[src/rtl/mmio_io_responder.sv]
// Memory-mapped I/O responder: LED, 4-digit seven-segment, debounced switches and a free-running
// cycle timer behind a 16-byte window with byte-lane writes and one-cycle registered reads.
module mmio_io_responder #(
    parameter logic [31:0] BASE_ADDR       = 32'h0000_4000,
    parameter logic [19:0] DEBOUNCE_CYCLES = 20'd500000,
    parameter logic [16:0] REFRESH_CYCLES  = 17'd100000
) (
    input  logic        clk_i,
    input  logic        rst_n_i,
    input  logic [31:0] address_i,
    input  logic [31:0] write_data_i,
    input  logic [3:0]  write_enable_i,
    input  logic        read_enable_i,
    output logic [31:0] read_data_o,
    output logic        read_valid_o,
    input  logic [3:0]  sw_i,
    output logic [3:0]  led_o,
    output logic [6:0]  seg_o,
    output logic [3:0]  an_o
);

    logic        hit;
    logic [1:0]  offset;
    logic        unused_addr;
    logic [15:0] seg_reg_q;
    logic [31:0] timer_q, timer_d;
    logic [31:0] rd_mux;
    logic [3:0]  sync1_q, sync2_q, stable_q;
    logic [19:0] cnt_q [4];
    logic [16:0] rcnt_q;
    logic [1:0]  idx_q, idx_next;
    logic [3:0]  next_digit;

    assign hit         = (address_i[31:4] == BASE_ADDR[31:4]);
    assign offset      = address_i[3:2];
    assign unused_addr = ^address_i[1:0];

    function automatic logic [6:0] hex_to_seg(input logic [3:0] d);
        case (d)
            4'h0:    hex_to_seg = 7'b1000000;
            4'h1:    hex_to_seg = 7'b1111001;
            4'h2:    hex_to_seg = 7'b0100100;
            4'h3:    hex_to_seg = 7'b0110000;
            4'h4:    hex_to_seg = 7'b0011001;
            4'h5:    hex_to_seg = 7'b0010010;
            4'h6:    hex_to_seg = 7'b0000010;
            4'h7:    hex_to_seg = 7'b1111000;
            4'h8:    hex_to_seg = 7'b0000000;
            4'h9:    hex_to_seg = 7'b0010000;
            4'hA:    hex_to_seg = 7'b0001000;
            4'hB:    hex_to_seg = 7'b0000011;
            4'hC:    hex_to_seg = 7'b1000110;
            4'hD:    hex_to_seg = 7'b0100001;
            4'hE:    hex_to_seg = 7'b0000110;
            default: hex_to_seg = 7'b0001110;
        endcase
    endfunction

    // Read mux sees register state before this edge's writes take effect.
    always_comb begin
        rd_mux = 32'h0;
        if (hit) begin
            case (offset)
                2'd0:    rd_mux = {28'h0, led_o};
                2'd1:    rd_mux = {16'h0, seg_reg_q};
                2'd2:    rd_mux = {28'h0, stable_q};
                default: rd_mux = timer_q;
            endcase
        end
    end

    // A timer write freezes unstrobed bytes for that cycle instead of incrementing them.
    always_comb begin
        if (hit && offset == 2'd3 && write_enable_i != 4'b0000) begin
            timer_d = timer_q;
            for (int b = 0; b < 4; b++) begin
                if (write_enable_i[b]) begin
                    timer_d[8*b +: 8] = write_data_i[8*b +: 8];
                end
            end
        end else begin
            timer_d = timer_q + 32'd1;
        end
    end

    always_ff @(posedge clk_i or negedge rst_n_i) begin
        if (!rst_n_i) begin
            led_o        <= 4'h0;
            seg_reg_q    <= 16'h0;
            timer_q      <= 32'h0;
            read_data_o  <= 32'h0;
            read_valid_o <= 1'b0;
        end else begin
            timer_q      <= timer_d;
            read_valid_o <= read_enable_i;
            if (read_enable_i) begin
                read_data_o <= rd_mux;
            end
            if (hit && offset == 2'd0 && write_enable_i[0]) begin
                led_o <= write_data_i[3:0];
            end
            if (hit && offset == 2'd1) begin
                if (write_enable_i[0]) seg_reg_q[7:0]  <= write_data_i[7:0];
                if (write_enable_i[1]) seg_reg_q[15:8] <= write_data_i[15:8];
            end
        end
    end

    always_ff @(posedge clk_i or negedge rst_n_i) begin
        if (!rst_n_i) begin
            sync1_q  <= 4'h0;
            sync2_q  <= 4'h0;
            stable_q <= 4'h0;
            for (int i = 0; i < 4; i++) begin
                cnt_q[i] <= 20'd0;
            end
        end else begin
            sync1_q <= sw_i;
            sync2_q <= sync1_q;
            for (int i = 0; i < 4; i++) begin
                if (sync2_q[i] == stable_q[i]) begin
                    cnt_q[i] <= 20'd0;
                end else if (cnt_q[i] == DEBOUNCE_CYCLES - 20'd1) begin
                    stable_q[i] <= sync2_q[i];
                    cnt_q[i]    <= 20'd0;
                end else begin
                    cnt_q[i] <= cnt_q[i] + 20'd1;
                end
            end
        end
    end

    assign idx_next   = idx_q + 2'd1;
    assign next_digit = seg_reg_q[{idx_next, 2'b00} +: 4];

    // Anode and segment pattern are only reloaded on a digit change, so they always agree.
    always_ff @(posedge clk_i or negedge rst_n_i) begin
        if (!rst_n_i) begin
            rcnt_q <= 17'd0;
            idx_q  <= 2'd0;
            an_o   <= 4'b1110;
            seg_o  <= 7'b1000000;
        end else if (rcnt_q == REFRESH_CYCLES - 17'd1) begin
            rcnt_q <= 17'd0;
            idx_q  <= idx_next;
            an_o   <= ~(4'b0001 << idx_next);
            seg_o  <= hex_to_seg(next_digit);
        end else begin
            rcnt_q <= rcnt_q + 17'd1;
        end
    end

endmodule

[config.mk]
export PLATFORM = sky130hd
export DESIGN_NAME = mmio_io_responder
export DESIGN_NICKNAME = d
export VERILOG_FILES = /design/src/rtl/mmio_io_responder.sv
export SDC_FILE = /design/constraint.sdc
export NUM_CORES = 1
export LEC_CHECK = 0
export CORE_MARGIN = 4
export CORE_UTILIZATION = 36
export CTS_BUF_LIST = sky130_fd_sc_hd__clkbuf_2
export CTS_CLUSTER_DIAMETER = 200
export CTS_CLUSTER_SIZE = 25
export DETAILED_ROUTE_END_ITERATION = 10
export PLACE_DENSITY = 0.61
export SETUP_SLACK_MARGIN = 0.3
export SKIP_LAST_GASP = 1
export SLEW_MARGIN = 20
export SYNTH_ARGS = -nofsm -noshare
export SYNTH_HDL_FRONTEND = slang
export SYNTH_SLANG_ARGS = --single-unit
[constraint.sdc]
create_clock -name clk_i -period 2.4 [get_ports clk_i]
set_clock_uncertainty 0.15 [all_clocks]
set_input_delay 0.24 -clock clk_i [delete_from_list [all_inputs] [get_ports clk_i]]
set_output_delay 0.24 -clock clk_i [all_outputs]
set_load 0.01 [all_outputs]
==> out/results.ini, run 1 <==
[hold_path]
hold_depth=4
min_path_type=primary input to flop
hp-start=write_enable_i[3]
holdPathEnd=timer_q[26]

[cells_and_area]
stdcell_area_um2=13700
drive_gt1_frac=0.234
fin_nets=1379
fillCellCount=2687
areaGrowthSynthToFinish_pct=33.9

[drt]
wl_per_cell_um=15.7
via_per_inst=4.97
first_pass_iters=4
initialDrtViolationCount=457
totalWireLength_um=26200
drc=0
ant_nets=0
vias=8298

[cts]
cts_buffer_depth=3
cts-root-buf=clkbuf_2
numCtsBuffers=12
cts_max_level=1
clk_pin_slew_ns=0.47
cts_tree=done
clk_latency_ns=0.82
clkSinkCount=207

[die]
io_pins=123
die_y_um=177
row_count=61
dieWidth_um=177
dieArea_um2=31300
start_util=0.367
core_area_um2=27900

[global_routing]
busiest_layer=met2
grt_max_degree=55
grt_pass1_wl_um=43000
use_met1=0.236
antenna_found_initial=2
track_usage=0.166
grt_pass1_vias=8310
grt_overflow=0
use_met3=0.0186
grtUsageMet2=0.276

[power]
ir_drop_uv=342
p_per_area_nw_per_um2=384
power_leakage_nw=5.98

[worst_setup_path]
crit_top_cell=a21oi_1
rr_startpoint=idx_q[0]
crit_family=multiplexers
crit_type=flop to flop
worst_path_max_delay_cell=dfrtp_2
reg2reg_slack_ns=0.23
arrival_ns=2.80
crit_start=idx_q[0]
setup.worst_path.end_class=flop
ff2ff_path_depth=8
critPathMaxStageDelay_ns=0.52
critPathMaxFanout=6
required_ns=3.03
critPathBufInv=1
cp-start-kind=flop
worst_r2r_endpoint=seg_o[4]
worstPathCellList=inv_4 > ha_4 > mux4_2 > ha_2 > mux2_2 > nor2_2 > a21oi_1 > a21oi_1

[synth]
synth_warnings=0
syn_inst=1035
synth_edf_count=0
seq_area_frac_synth=0.505
synthFlopType=dfrtp_1
synthesis.area_um2=10300
ys_seq_elements=207
synth_area_per_cell_um2=9.91
synth_cell_type_count=68
async_reset_ff_frac=1.00
syn-num-nets=1126

[sta]
period_needed_ns=2.17
finalHoldViolCount=0
timing.hold.ws_ns=0.131
drv_slew=0
tightest_slew_ns=0.472
grt_setup_unrepaired=true
setup_viol=0
max_slew_margin=0.685
fin_tns_setup_ns=0
fmax_mhz=462
fin_crit_sh=0.903

[outcome]
outcome=finished clean

[placed_design]
place_congestion=0.855
hpwl_um=18400
placed_cell_area_um2=12300
port_buffers=120

[job]
cap_viol_max_count=0

## layer usage
layer | routed length (µm) | share of wire | vias to the layer above
met5 | 0 | 0 | -
met4 | 532 | 0.020 | 0
met3 | 617 | 0.024 | 30
met2 | 12700 | 0.49 | 109
met1 | 12300 | 0.47 | 4065
li1 | - | - | 4094
## power breakdown
| part | switching, mW | internal, mW | leakage (nW) | total [mW] |
|---|---|---|---|---|
| logic | 0.206 | 0.232 | 3.16 | 0.439 |
| clock network | 1.09 | 0.187 | 0.0721 | 1.28 |
| registers | 0.0202 | 3.54 | 2.74 | 3.56 |
## layout by cell type (no fill, tap or decap), types with 13 or more instances in the layout
master             n
dfrtp_1          198
nor2_1           109
nand2_1          106
buf_4             92
clkdlybuf4s50_1   71
nand3_1           53
xor2_1            47
a21oi_1           46
dlygate4sd3_1     40
xnor2_1           37
nand4_1           36
o21ai_0           35
inv_1             33
clkbuf_2          32
mux2_2            24
dlygate4sd2_1     22
nor2_4            20
nor3_1            17
and3_1            15
buf_12            15
and4_1            13
nor2b_1           13
## tightest hold or removal path, cell delays in order
cell and delay (ns):
clkdlybuf4s50_1 0.51, buf_4 0.14, nor3b_1 0.17, nor3_1 0.06
## through the flow
stage	instances	worst slack (ns)	utilization	total power, mW
2_1_floorplan	1035	0.305	-	3.68
3_3_place_gp	1552	-0.225	0.441	3.94
3_5_place_dp	1552	-0.254	0.441	3.95
4_1_cts	1641	0.161	0.475	5.35
5_1_grt	1670	0.159	0.492	5.54
6_report	1670	0.234	0.492	5.27
## worst max path at each step
stage                     end  slack (ns)  cells after the start
global route         cnt_q[8]        0.16                      8
floorplan            seg_o[5]        0.31                     10
CTS                 cnt_q[17]        0.16                      8
finish               seg_o[4]        0.23                      8
detailed placement   led_o[0]       -0.25                      7
global placement     led_o[1]       -0.23                      7
## cells by family after synthesis
family / Yosys count / synth area share
buffers and inverters: 76 / 0.0341
adders and majority gates: 16 / 0.0195
muxes: 41 / 0.0529
DFF: 207 / 0.505
and+or+nand+nor: 477 / 0.239
AOI/OAI and AO/OA: 134 / 0.0777
xor gates and xnor gates: 84 / 0.0717
## cells in the mapped netlist, drive strengths merged (6+ instances only)
library cell / count / area [µm²]
nand4: 37 / 246
o21ai: 40 / 200
inv: 37 / 139
o221a: 6 / 67.6
or2: 9 / 56.3
or3: 10 / 62.6
nor4b: 6 / 67.6
nor4: 13 / 87.6
and2: 9 / 56.3
and4: 14 / 125
a21oi: 56 / 280
mux2i: 7 / 70.1
nand3: 55 / 275
nor2: 139 / 529
clkbuf: 18 / 68.8
nor3: 26 / 173
mux4: 8 / 180
ha: 16 / 200
nand2: 110 / 418
xnor2: 37 / 324
buf: 21 / 143
xor2: 47 / 412
and3: 17 / 106
nor2b: 15 / 93.8
o22ai: 10 / 62.6
dfrtp: 203 / 5080
mux2: 26 / 293
## cell type report
class | count | area (µm²) | area share
repair buffers | 278 | 2650 | 0.193
diodes | 2 | 5.00 | 0.000364
multi-input cells | 752 | 5180 | 0.377
clock inverters | 1 | 20.0 | 0.00146
flip-flops and latches | 207 | 5190 | 0.378
well taps | 378 | 473 | 0.0344
clock buffers | 15 | 75.1 | 0.00546
inverters | 37 | 146 | 0.0107
## sequential cells by signal, indices dropped and copies added (netlist names)
register	cells
cnt_q	80
read_data_o	32
read_valid_o	1
timer_q	32
stable_q	4
sync1_q	4
seg_reg_q	16
an_o	4
seg_o	7
sync2_q	4
led_o	4
rcnt_q	17
idx_q	2
## timing repair
action | CTS | global route
hold buffers | 41 | 0
endpoints found under the setup margin | 109 | 93
gates cloned | 2 | 0
endpoints found under the hold margin | 265 | 0
setup buffers | 30 | 27
gates resized for setup | 107 | 118
pin swaps | 25 | 39
Power figures use the tool's default switching activity.
==> inputs of run 2 (changes only) <==
--- a/config.mk
+++ b/config.mk
@@ -5,13 +5,15 @@
 export SDC_FILE = /design/constraint.sdc
 export NUM_CORES = 1
 export LEC_CHECK = 0
+export ABC_AREA = 1
+export CAP_MARGIN = 20
 export CORE_MARGIN = 4
 export CORE_UTILIZATION = 36
 export CTS_BUF_LIST = sky130_fd_sc_hd__clkbuf_2
 export CTS_CLUSTER_DIAMETER = 200
 export CTS_CLUSTER_SIZE = 25
 export DETAILED_ROUTE_END_ITERATION = 10
-export PLACE_DENSITY = 0.61
+export PLACE_DENSITY = 0.6
 export SETUP_SLACK_MARGIN = 0.3
 export SKIP_LAST_GASP = 1
 export SLEW_MARGIN = 20
==> out/results.ini, run 2 <==
[synth]
synth_top_area_share=0.437
synthesis.area_um2=11600
synthSimpleGateAreaFrac=0.380
synth_mux_area_frac=0
seq_area_frac_synth=0.446
synth_top_family_by_area=simple AND/OR/NAND/NOR gates
synth_cell_type_count=43
ys_seq_elements=207
synth_edf_count=0
synthTopCellsByCount=594 x nand2_1, 232 x nor2_1, 203 x dfrtp_1
async_reset_ff_frac=1.00
synthXorXnorAreaFrac=0.0376
synth_area_leader_cell=dfrtp_1
synth_fa_ha_area_frac=0.0172
syn-num-nets=1724
synth_compound_area_frac=0.0454
syn_inst=1633
synth_warnings=0
synth_area_per_cell_um2=7.12
ys_top_cells_by_area=dfrtp_1 44%, nand2_1 19%, nor2_1 7.5%
synthFlopType=dfrtp_1
synth.most_common_cell=nand2_1

[cts]
clk_pin_slew_ns=0.48
numCtsBuffers=12
cts_buffer_depth=3
clk_latency_ns=0.85
cts_max_level=1
cts_tree=done
clkSinkCount=207
cts-root-buf=clkbuf_2

[placed_design]
port_buffers=120
place_congestion=0.923
hpwl_um=22600
place_ws_ns=0.131
dp.cells=2154

[worst_setup_path]
critPathMaxStageDelay_ns=0.60
arrival_ns=2.73
cp-start-kind=primary input
worstPathCellList=dlygate4sd3_1 > clkdlybuf4s50_1 > nand2_2 > inv_2 > nand2_2 > inv_4 > buf_6 > o211ai_1 > dlygate4sd3_1 > nand2_1 > nand2_1
setup.worst_path.end_class=flop
crit_type=primary input to flop
critPathMaxFanout=14
required_ns=3.09
worst_path_max_delay_cell=dlygate4sd3_1
critPathBufInv=6
crit_family=buffers and inverters

[outcome]
outcome=finished clean

[cells_and_area]
fillCellCount=3229
most-common-layout-cells=591 x nand2_1, 230 x nor2_1, 202 x dfrtp_1
areaGrowthSynthToFinish_pct=23.2
largest-register=cnt_q
fin_nets=1944
layout_commonest_cell=nand2_1
largestRegisters=cnt_q (80), read_data_o (32), timer_q (32)
fin_cells=2261
largest_register_ffs=80
drive_gt1_frac=0.0808

[sta]
fin_crit_sh=0.852
finalHoldViolCount=0
drv_slew=0
setup_viol=0
layout_setup_ws_ns=0.356
tightest_slew_ns=0.475
period_needed_ns=2.04
fmax_mhz=489
grt_setup_unrepaired=true
fin_tns_setup_ns=0
max_slew_margin=0.683

[drt]
via_per_inst=4.79
totalWireLength_um=30600
drc=0
first_pass_iters=7
initialDrtViolationCount=583
wl_per_cell_um=13.5
vias=10800
ant_nets=0

[die]
row_count=65
core_area_um2=31700
dieArea_um2=35300
die_y_um=188
dieWidth_um=188
start_util=0.367
io_pins=123

[hold_path]
min_path_type=primary input to flop

[power]
intPower_mw=3.97
ir_drop_uv=230
p_seq_frac=0.667
p_sw_frac=0.255
p_per_area_nw_per_um2=372
clockPowerShare=0.241
switchingPower_mw=1.36
power_leakage_nw=7.08
power_frac_comb=0.092

[job]
cap_viol_max_count=0

[global_routing]
use_met1=0.237
grt_pass1_vias=10600
use_met3=0.0229
antenna_found_initial=2
grt_pass1_wl_um=51300
grt_max_degree=63
track_usage=0.171
grt_overflow=0
grtUsageMet2=0.288
busiest_layer=met2

## run 2: layout make-up
class / instances / area (µm²) / share of cell area
clock buffer: 16 / 80.1 / 0.00559
timing repair buffer: 234 / 2200 / 0.153
inverter: 188 / 711 / 0.0496
tap: 402 / 503 / 0.0351
multi-input combinational: 1210 / 5630 / 0.393
antenna: 3 / 7.51 / 0.000524
clock inverter: 1 / 20.0 / 0.00140
sequential: 207 / 5190 / 0.362
## run 2: worst register-to-register path, delay by kind of cell (launching register included)
| family | cells | cell delay, ns |
|---|---|---|
| buffers and inverters | 4 | 0.28 |
| DFF | 1 | 0.49 |
| and+or+nand+nor | 3 | 0.28 |
| AOI/OAI and AO/OA | 2 | 0.29 |
| adders and majority gates | 2 | 0.47 |
## run 2: worst paths after layout
path,cells after the start,slack (ns),to,startpoint
min,8,0.1,timer_q[16],address_i[14]
min in group asynchronous,4,0.32,cnt_q[27],rst_n_i
max in group asynchronous,5,1.19,cnt_q[18],rst_n_i
min reg2reg,0,0.25,sync2_q[3],sync1_q[3]
max,11,0.36,timer_q[25],address_i[2]
max reg2reg,11,0.46,seg_o[5],idx_q[0]
## run 2: per-layer routing
metal	vias to the layer above	wire, µm
li1	5553	-
met1	4990	14300
met2	228	14200
met3	42	1440
met4	6	626
met5	-	41
## run 2: logic make-up after synthesis
logic type	count (synthesis)
simple gates	1046
buf+inv	216
flops	207
compound gates	98
xor+xnor	50
fa+ha+maj	16
## run 2: through the flow
stage	power, mW	hold WS (ns)	util	area, µm²
2_1_floorplan	3.72	-0.206	-	11600
4_1_cts	5.44	0.0256	0.448	14200
6_report	5.33	0.0985	0.452	14300
3_5_place_dp	4.01	0.0520	0.423	13400
5_1_grt	5.59	0.0689	0.452	14300
3_3_place_gp	4.00	0.0539	0.423	13400
## run 2: power by group through the flow
stage / combinational [mW] / sequential (mW) / clock [mW]
6_report: 0.491 / 3.55 / 1.29
2_1_floorplan: 0.131 / 3.59 / 0
3_5_place_dp: 0.410 / 3.60 / 0
4_1_cts: 0.493 / 3.56 / 1.39
3_3_place_gp: 0.407 / 3.60 / 0
5_1_grt: 0.544 / 3.56 / 1.48
## run 2: what timing repair did
item	CTS	global route
resized for setup	72	65
endpoints found under the hold margin	267	0
buffers inserted	15	13
pin swaps	0	2
hold buffers	60	0
setup endpoints to repair	54	61
